==> src/rtl/ah_div_result_buffer_if.sv <==
// Result stream between ah_div_result_buffer and its consumer (valid/ready).
interface ah_div_result_buffer_if #(
  parameter int unsigned WIDTH = 64
);
  logic             out_valid;
  logic             out_ready;
  logic [WIDTH-1:0] out_quotient;
  logic             out_div_by_zero;

  modport master (
    output out_valid,
    output out_quotient,
    output out_div_by_zero,
    input  out_ready
  );

  modport slave (
    input  out_valid,
    input  out_quotient,
    input  out_div_by_zero,
    output out_ready
  );
endinterface

==> src/rtl/ah_div_result_buffer.sv <==
// Credit-managed result FIFO behind the non-stalling pipelined divider.
// Optional same-cycle empty-FIFO bypass enabled by defining AH_DIV_RESULT_BYPASS_EN.
module ah_div_result_buffer #(
  parameter int unsigned WIDTH = 64,
  parameter int unsigned DEPTH = 16,
  parameter int unsigned CNT_W = $clog2(DEPTH) + 1
) (
  input  logic                   clk,
  input  logic                   rst,
  input  logic                   issue_valid,
  output logic                   issue_ready,
  output logic                   div_start,
  input  logic                   div_data_valid,
  input  logic                   div_by_zero,
  input  logic [WIDTH-1:0]       div_quotient,
  ah_div_result_buffer_if.master out_if,
  output logic [CNT_W-1:0]       occupancy,
  output logic [CNT_W-1:0]       in_flight,
  output logic                   err_overflow,
  output logic                   err_unexpected
);
  localparam int unsigned PTR_W = $clog2(DEPTH);
  localparam int unsigned SUM_W = CNT_W + 1;
  localparam int unsigned ENT_W = WIDTH + 1;

  logic [ENT_W-1:0] mem [DEPTH];
  logic [PTR_W-1:0] wr_ptr;
  logic [PTR_W-1:0] rd_ptr;
  logic [CNT_W-1:0] count;
  logic [SUM_W-1:0] credit_sum;
  logic             empty;
  logic             full;
  logic             push;
  logic             pop;
  logic             bypass_take;

  // A credit is any slot not already claimed by a stored or outstanding result.
  assign credit_sum  = SUM_W'(in_flight) + SUM_W'(count);
  assign issue_ready = !rst && (credit_sum < SUM_W'(DEPTH));
  assign div_start   = issue_valid && issue_ready;

  assign empty     = (count == '0);
  assign full      = (count == CNT_W'(DEPTH));
  assign occupancy = count;

  // Head-of-FIFO presentation; zeros when nothing is available.
  always_comb begin
    out_if.out_valid       = 1'b0;
    out_if.out_quotient    = '0;
    out_if.out_div_by_zero = 1'b0;
    bypass_take            = 1'b0;
    if (!empty) begin
      out_if.out_valid = 1'b1;
      {out_if.out_div_by_zero, out_if.out_quotient} = mem[rd_ptr];
    end
`ifdef AH_DIV_RESULT_BYPASS_EN
    else if (div_data_valid && !rst) begin
      out_if.out_valid       = 1'b1;
      out_if.out_quotient    = div_quotient;
      out_if.out_div_by_zero = div_by_zero;
      bypass_take            = out_if.out_ready;
    end
`endif
  end

  assign pop  = !empty && out_if.out_ready;
  assign push = div_data_valid && !bypass_take && (!full || pop);

  // Storage array carries no reset; validity is tracked by count.
  always_ff @(posedge clk) begin
    if (push) begin
      mem[wr_ptr] <= {div_by_zero, div_quotient};
    end
  end

  always_ff @(posedge clk) begin
    if (rst) begin
      wr_ptr         <= '0;
      rd_ptr         <= '0;
      count          <= '0;
      in_flight      <= '0;
      err_overflow   <= 1'b0;
      err_unexpected <= 1'b0;
    end else begin
      if (push) begin
        wr_ptr <= wr_ptr + PTR_W'(1);
      end
      if (pop) begin
        rd_ptr <= rd_ptr + PTR_W'(1);
      end
      if (push && !pop) begin
        count <= count + CNT_W'(1);
      end else if (!push && pop) begin
        count <= count - CNT_W'(1);
      end
      if (div_start && !div_data_valid) begin
        in_flight <= in_flight + CNT_W'(1);
      end else if (!div_start && div_data_valid && (in_flight != '0)) begin
        in_flight <= in_flight - CNT_W'(1);
      end
      if (div_data_valid && (in_flight == '0)) begin
        err_unexpected <= 1'b1;
      end
      if (div_data_valid && full && !pop) begin
        err_overflow <= 1'b1;
      end
    end
  end
endmodule

==> src/flat_wrapper.sv <==
// flat-port wrapper written by rule: the top's interface ports become plain ports
module ah_div_result_buffer_flat 
#(
  parameter int unsigned WIDTH = 64,
  parameter int unsigned DEPTH = 16,
  parameter int unsigned CNT_W = $clog2(DEPTH) + 1
)
  (clk, rst, issue_valid, issue_ready, div_start, div_data_valid, div_by_zero, div_quotient, occupancy, in_flight, err_overflow, err_unexpected, out_if_out_valid, out_if_out_quotient, out_if_out_div_by_zero, out_if_out_ready);
  ah_div_result_buffer_if #(.WIDTH(WIDTH)) out_if_i ();
  input  logic clk;
  input  logic rst;
  input  logic issue_valid;
  output logic issue_ready;
  output logic div_start;
  input  logic div_data_valid;
  input  logic div_by_zero;
  input  logic [WIDTH-1:0] div_quotient;
  output logic [CNT_W-1:0] occupancy;
  output logic [CNT_W-1:0] in_flight;
  output logic err_overflow;
  output logic err_unexpected;
  output wire logic [$bits(out_if_i.out_valid)-1:0] out_if_out_valid;
  output wire logic [$bits(out_if_i.out_quotient)-1:0] out_if_out_quotient;
  output wire logic [$bits(out_if_i.out_div_by_zero)-1:0] out_if_out_div_by_zero;
  input wire logic [$bits(out_if_i.out_ready)-1:0] out_if_out_ready;
  assign out_if_out_valid = out_if_i.out_valid;
  assign out_if_out_quotient = out_if_i.out_quotient;
  assign out_if_out_div_by_zero = out_if_i.out_div_by_zero;
  assign out_if_i.out_ready = out_if_out_ready;
  ah_div_result_buffer #(.WIDTH(WIDTH), .DEPTH(DEPTH), .CNT_W(CNT_W)) u_core (.clk(clk), .rst(rst), .issue_valid(issue_valid), .issue_ready(issue_ready), .div_start(div_start), .div_data_valid(div_data_valid), .div_by_zero(div_by_zero), .div_quotient(div_quotient), .out_if(out_if_i), .occupancy(occupancy), .in_flight(in_flight), .err_overflow(err_overflow), .err_unexpected(err_unexpected));
endmodule
==> config.mk <==
export PLATFORM = sky130hd
export DESIGN_NAME = ah_div_result_buffer_flat
export DESIGN_NICKNAME = d
export VERILOG_FILES = /design/src/rtl/ah_div_result_buffer_if.sv /design/src/rtl/ah_div_result_buffer.sv /design/src/flat_wrapper.sv
export SDC_FILE = /design/constraint.sdc
export NUM_CORES = 1
export LEC_CHECK = 0
export ABC_AREA = 0
export BUFFER_PORTS_ARGS = -buffer_cell sky130_fd_sc_hd__buf_4
export CAP_MARGIN = 20
export CORE_ASPECT_RATIO = 2
export CORE_MARGIN = 10
export CORE_UTILIZATION = 31
export CTS_CLUSTER_DIAMETER = 100
export DETAILED_ROUTE_END_ITERATION = 8
export MAX_ROUTING_LAYER = met4
export PLACE_DENSITY = 0.55
export SETUP_SLACK_MARGIN = 0.2
export SLEW_MARGIN = 20
export SYNTH_ARGS = -nofsm -noshare
export SYNTH_HDL_FRONTEND = slang
export SYNTH_SLANG_ARGS = --single-unit
==> constraint.sdc <==
create_clock -name clk -period 17.2 [get_ports clk]
set_input_delay 5.16 -clock clk [delete_from_list [all_inputs] [get_ports clk]]
set_output_delay 5.16 -clock clk [all_outputs]
set_load 0.03 [all_outputs]
# Word level (Yosys, flattened, before mapping)

Memories as Yosys holds them, arrays and structs flattened. A register that Yosys moved wholly into a read port is not among the register bits.
Index checks and enable logic that the tools add are counted.

Bits of input ports: 70
Word-level logic and storage cells: 52
Output and inout port bits: 80
Memory bits (writable): 1040
Memories: 1
Flip-flop bits (word level): 20

Reductions and logical operators: 25
$add $sub $neg: 7
Multiplexer cells: 11
Order comparisons: 1
Equality and inequality tests: 1

Memory list:

| memory     | depth | width | read ports | clocked after memory_dff | wr ports | RTL line                   | RTL |
|---|---|---|---|---|---|---|---|
| u_core.mem | 16    | 65    | 1          | 1                        | 1        | ah_div_result_buffer.sv:26 | `logic [ENT_W-1:0] mem [DEPTH];` |

Operators with widths:

| operator              | count |
|---|---|
| $mux W64              | 1 |
| $mux W5               | 4 |
| $logic_and A1 B1 Y1   | 12 |
| $add A5 B1 Y5 const B | 2 |
| $logic_not A5 Y1      | 2 |
| $sub A5 B1 Y5 const B | 2 |
| $add A4 B1 Y4 const B | 2 |
| $mux W4               | 2 |
| $logic_not A1 Y1      | 7 |
| $add A5 B5 Y6         | 1 |
| $lt A6 B5 Y1 const B  | 1 |
| $eq A5 B5 Y1 const B  | 1 |
| $reduce_bool A5 Y1    | 1 |
| $mux W1               | 4 |
| $reduce_bool A2 Y1    | 2 |
| $logic_or A1 B1 Y1    | 1 |

# Logic depth before layout (Yosys ltp)

Depth after elaboration: 9
Gate-level depth with buffers: 11
Depth with buffers taken out: 11

# Worst setup path before layout

OpenSTA, ideal clock, no wires.

Path type: input -> output
From: input rst
To: output div_start
Stages: 3
Buffers on the path: 0
Required time: 12.040 ns
Setup slack: 6.046 ns
Arrival time: 5.994 ns
Cells stage by stage: nor4_1 > nand2_1 > nor2_1

Cells in the longest elaborated chain, start to end: 3

RTL lines:

| item                | RTL line                   | RTL |
|---|---|---|
| start, declared     | flat_wrapper.sv:11         | `input logic rst;` |
| $logic_not A1 Y1    | ah_div_result_buffer.sv:39 | `assign issue_ready = !rst && (credit_sum < SUM_W'(DEPTH));` |
| $logic_and A1 B1 Y1 | ah_div_result_buffer.sv:39 |  |
| $logic_and A1 B1 Y1 | ah_div_result_buffer.sv:40 | `assign div_start = issue_valid && issue_ready;` |
| end, declared       | flat_wrapper.sv:14         | `output logic div_start;` |

No other way between the ends.

# Worst setup path after layout

Ends and elaborated chain as after synthesis.

==> impl_metrics.csv <==
group,metric,value,unit
setup_path,r2r-start,"u_core.occupancy[0]$_SDFFE_PP0P_",
logic_synthesis,syn-instance-count,1668,
finish,final_layout_size_suffix_gt1_share,26.8,%
setup_path,endpoint_kind,"output port",
logic_synthesis,synth_edf_count,1040,
global_route,gr-usage-met2,23.4,%
timing,setup_viol,0,
clock_tree,htreeDepth,3,
pwr,switchingPower,1850,uW
logic_synthesis,ys_warn_count,0,
timing,tns,0,ns
route,wirelength,101000,um
global_route,grt_pass1_vias,19700,
setup_path,cp_slowest_cell,"nor4_1",
placed_design,io_buffers,149,
route,vias,18300,
setup_path,worst_path_most_repeated_cell,"buf_4",
pwr,switching_share,27.4,%
hold_path,hold_depth,2,
logic_synthesis,avgSynthCellArea,24.9,sq um
clock_tree,clkTransAtPathRegs,0.06,ns
pwr,p_leak,0.0150,uW
floorplanning,dieArea,0.150,sq mm
floorplanning,die_w,279,um
clock_tree,clk_path_buf_depth,3,
setup_path,crit_arrival,6.28,ns
logic_synthesis,synthTopCellsByCount,"1040 x edfxtp_1, 164 x mux4_1, 161 x mux4_2",
setup_path,ff2ff_setup_slack,13.15,ns
outcome,status,"complete, no violations",
timing,min_period_over_period,66.5,%
route,first_pass_iters,5,
timing,slew_violations,0,
finish,final_util,35.9,%
pwr,internal_power,4920,uW
clock_tree,cts_root_buf,"clkbuf_16",
route,drc,0,
floorplanning,initial_utilization,31.1,%
pwr,clkPwrFrac,33.4,%
setup_path,criticalPathCategory,"input port to output port",
logic_synthesis,yosys-top-cells-area,"edfxtp_1 75%, mux4_1 10%, mux4_2 8.7%",
floorplanning,fp-row-count,190,
timing,fin_ws,5.76,ns
logic_synthesis,netlist_area,0.0416,sq mm
pwr,peakVddDrop,0.000123,V
logic_synthesis,ys_ff_latch,1064,
finish,finalNonFillerCells,3691,
global_route,grt_max_degree,143,
pwr,seqPwrFrac,44.2,%
route,drt_iter0_drc,1300,
global_route,grt_busiest_layer,"met2",
floorplanning,ios,150,
clock_tree,cts_buffers,96,
clock_tree,cts_sinks,1064,
clock_tree,cts_tree,"built",
setup_path,critPathLaunchType,"input port",
floorplanning,fp.coreArea,0.134,sq mm
logic_synthesis,synthesis.nets,1756,
placed_design,dpl_worst_slack,5.76,ns
route,antenna_left,0,
pwr,power_density,141,mW/mm^2
timing,hold_violations,0,
logic_synthesis,synth_top_area_cell,"edfxtp_1",
logic_synthesis,ys_types,37,
setup_path,slowest_delay,0.39,ns
timing,period_minus_slack,11.44,ns
timing,grt_setup_unrepaired,"false",
global_route,grt_use_met3,2.48,%
setup_path,crit_fanout,25,
logic_synthesis,synth_top_area_share,75.1,%
pwr,pwr-share-comb,22.4,%
clock_tree,cts_hold_buf,0,
setup_path,r2r_cells,12,
floorplanning,die_h,538,um
logic_synthesis,ys_seq_area_share,76.3,%
finish,regArea,0.0317,sq mm
timing,maxSlewHeadroom,28.8,%
finish,multi_input_area,0.00932,sq mm
hold_path,min-delay-start,"u_core.err_overflow$_SDFFE_PP0P_",
timing,tightest_slew,1.07,ns
setup_path,r2r-end,"u_core.occupancy[4]$_SDFFE_PP0P_",
logic_synthesis,synth_ff_type,"edfxtp_1",
clock_tree,clkLatencyLatePin,0.70,ns
global_route,grt.total_usage,13.8,%
logic_synthesis,async_flop_share,0,%
global_route,grt_pass1_wl,144000,um
global_route,grt_overflow_total,0,
setup_path,cp_cell_sequence,"buf_4 > nor4_1 > nand2_1 > nor2_1 > buf_4",
hold_path,worst_hold_path_type,"register to register",
clock_tree,post-cts-setup-buffer-count,0,
logic_synthesis,yosysMostFrequentCell,"edfxtp_1",
route,viasPerCell,4.97,
setup_path,cp.required,12.04,ns
global_route,grt_util_met1,16.5,%
global_route,antenna_found_initial,12,
placed_design,placedCellCount,3501,
timing,finClkSkew,0.0196,ns
clock_tree,post_cts_resized,0,
route,wl_per_cell,27.4,um
placed_design,hpwl,50300,um
finish,fill_cells,12200,
timing,fmax,87.4,MHz
finish,area_growth,15.5,%
finish,layout.nets,1959,
flow_run,cap_violations,0,
placed_design,place_congestion,0.715,
hold_path,whs_endpoint,"u_core.err_overflow$_SDFFE_PP0P_",
## sequential cells by signal, summed over array words and instances (netlist names), named ones only
name,cells
u_core.rd_ptr,4
u_core.in_flight,5
u_core.wr_ptr,4
u_core.occupancy,5
u_core.mem,1040
u_core.err_unexpected,1
u_core.err_overflow,1
## per-layer routing
metal	wire length, um	vias up	part of all wire, %
li1	-	7713	-
met1	41900	10000	41
met2	52300	474	52
met3	4560	141	4.5
met4	2280	0	2.3
met5	0	-	0
## cells by family after synthesis
| logic type | count (synthesis) | synth area share, % |
|---|---|---|
| compound gates | 23 | 0.343 |
| xor+xnor | 11 | 0.232 |
| fa+ha+maj | 18 | 0.578 |
| buf+inv | 90 | 1.61 |
| flops | 1064 | 76.3 |
| mux | 332 | 19.3 |
| simple gates | 130 | 1.72 |
## layout make-up
cell class              instances  area share, %
clock buffers                 112           5.22
multi-input cells             514           19.4
inverters                       6         0.0469
diodes                          9         0.0469
clock inverters                69           1.69
repair buffers                189           3.01
well taps                    1728           4.50
flip-flops and latches       1064           66.1
## how the worst max path moves through the flow
stage                     end  slack [ns]  start  cells past startpoint
floorplan           div_start        6.05    rst                      3
global placement    div_start        5.69    rst                      5
detailed placement  div_start        5.76    rst                      5
CTS                 div_start        5.75    rst                      5
global route        div_start        5.59    rst                      5
finish              div_start        5.76    rst                      5
## through the flow
step | hold WS, ns | power, uW | instance area [sq um]
floorplan | 0.459 | 4160 | 41600
global placement | 0.468 | 4590 | 44700
detailed placement | 0.479 | 4620 | 44700
CTS | 0.496 | 6890 | 48000
global route | 0.514 | 7050 | 48000
finish | 0.493 | 6770 | 48000
## worst max-delay path: cells and delay by family
kind / cells / cell delay (ns)
buf+inv: 2 / 0.38
simple gates: 3 / 0.74
## placed cells by master (no fill, tap or decap), drive strengths merged, types with 2 or more instances in the layout
cell type / n
nor4: 2
clkinvlp: 3
o21ai: 5
a21oi: 9
nand3: 2
nand2: 7
mux2: 2
clkbuf: 112
clkinv: 44
and2: 65
mux2i: 5
or3: 2
bufinv: 16
ha: 16
nor3b: 2
nor2b: 3
nand4: 2
mux4: 325
buf: 189
xor2: 6
xnor2: 5
fa: 2
o21ba: 2
diode: 9
nand2b: 5
a21o: 4
nor2: 31
edfxtp: 1040
dfxtp: 24
nor3: 8
inv: 12
## power groups by stage
stage / Clock, uW / Sequential, uW / Combinational [uW]
after global placement: 0 / 3050 / 1550
final: 2260 / 2990 / 1520
after CTS: 2320 / 3000 / 1570
after floorplan: 0 / 3020 / 1140
after detailed placement: 0 / 3050 / 1570
after global routing: 2420 / 3000 / 1630
Power figures use the tool's default switching activity.
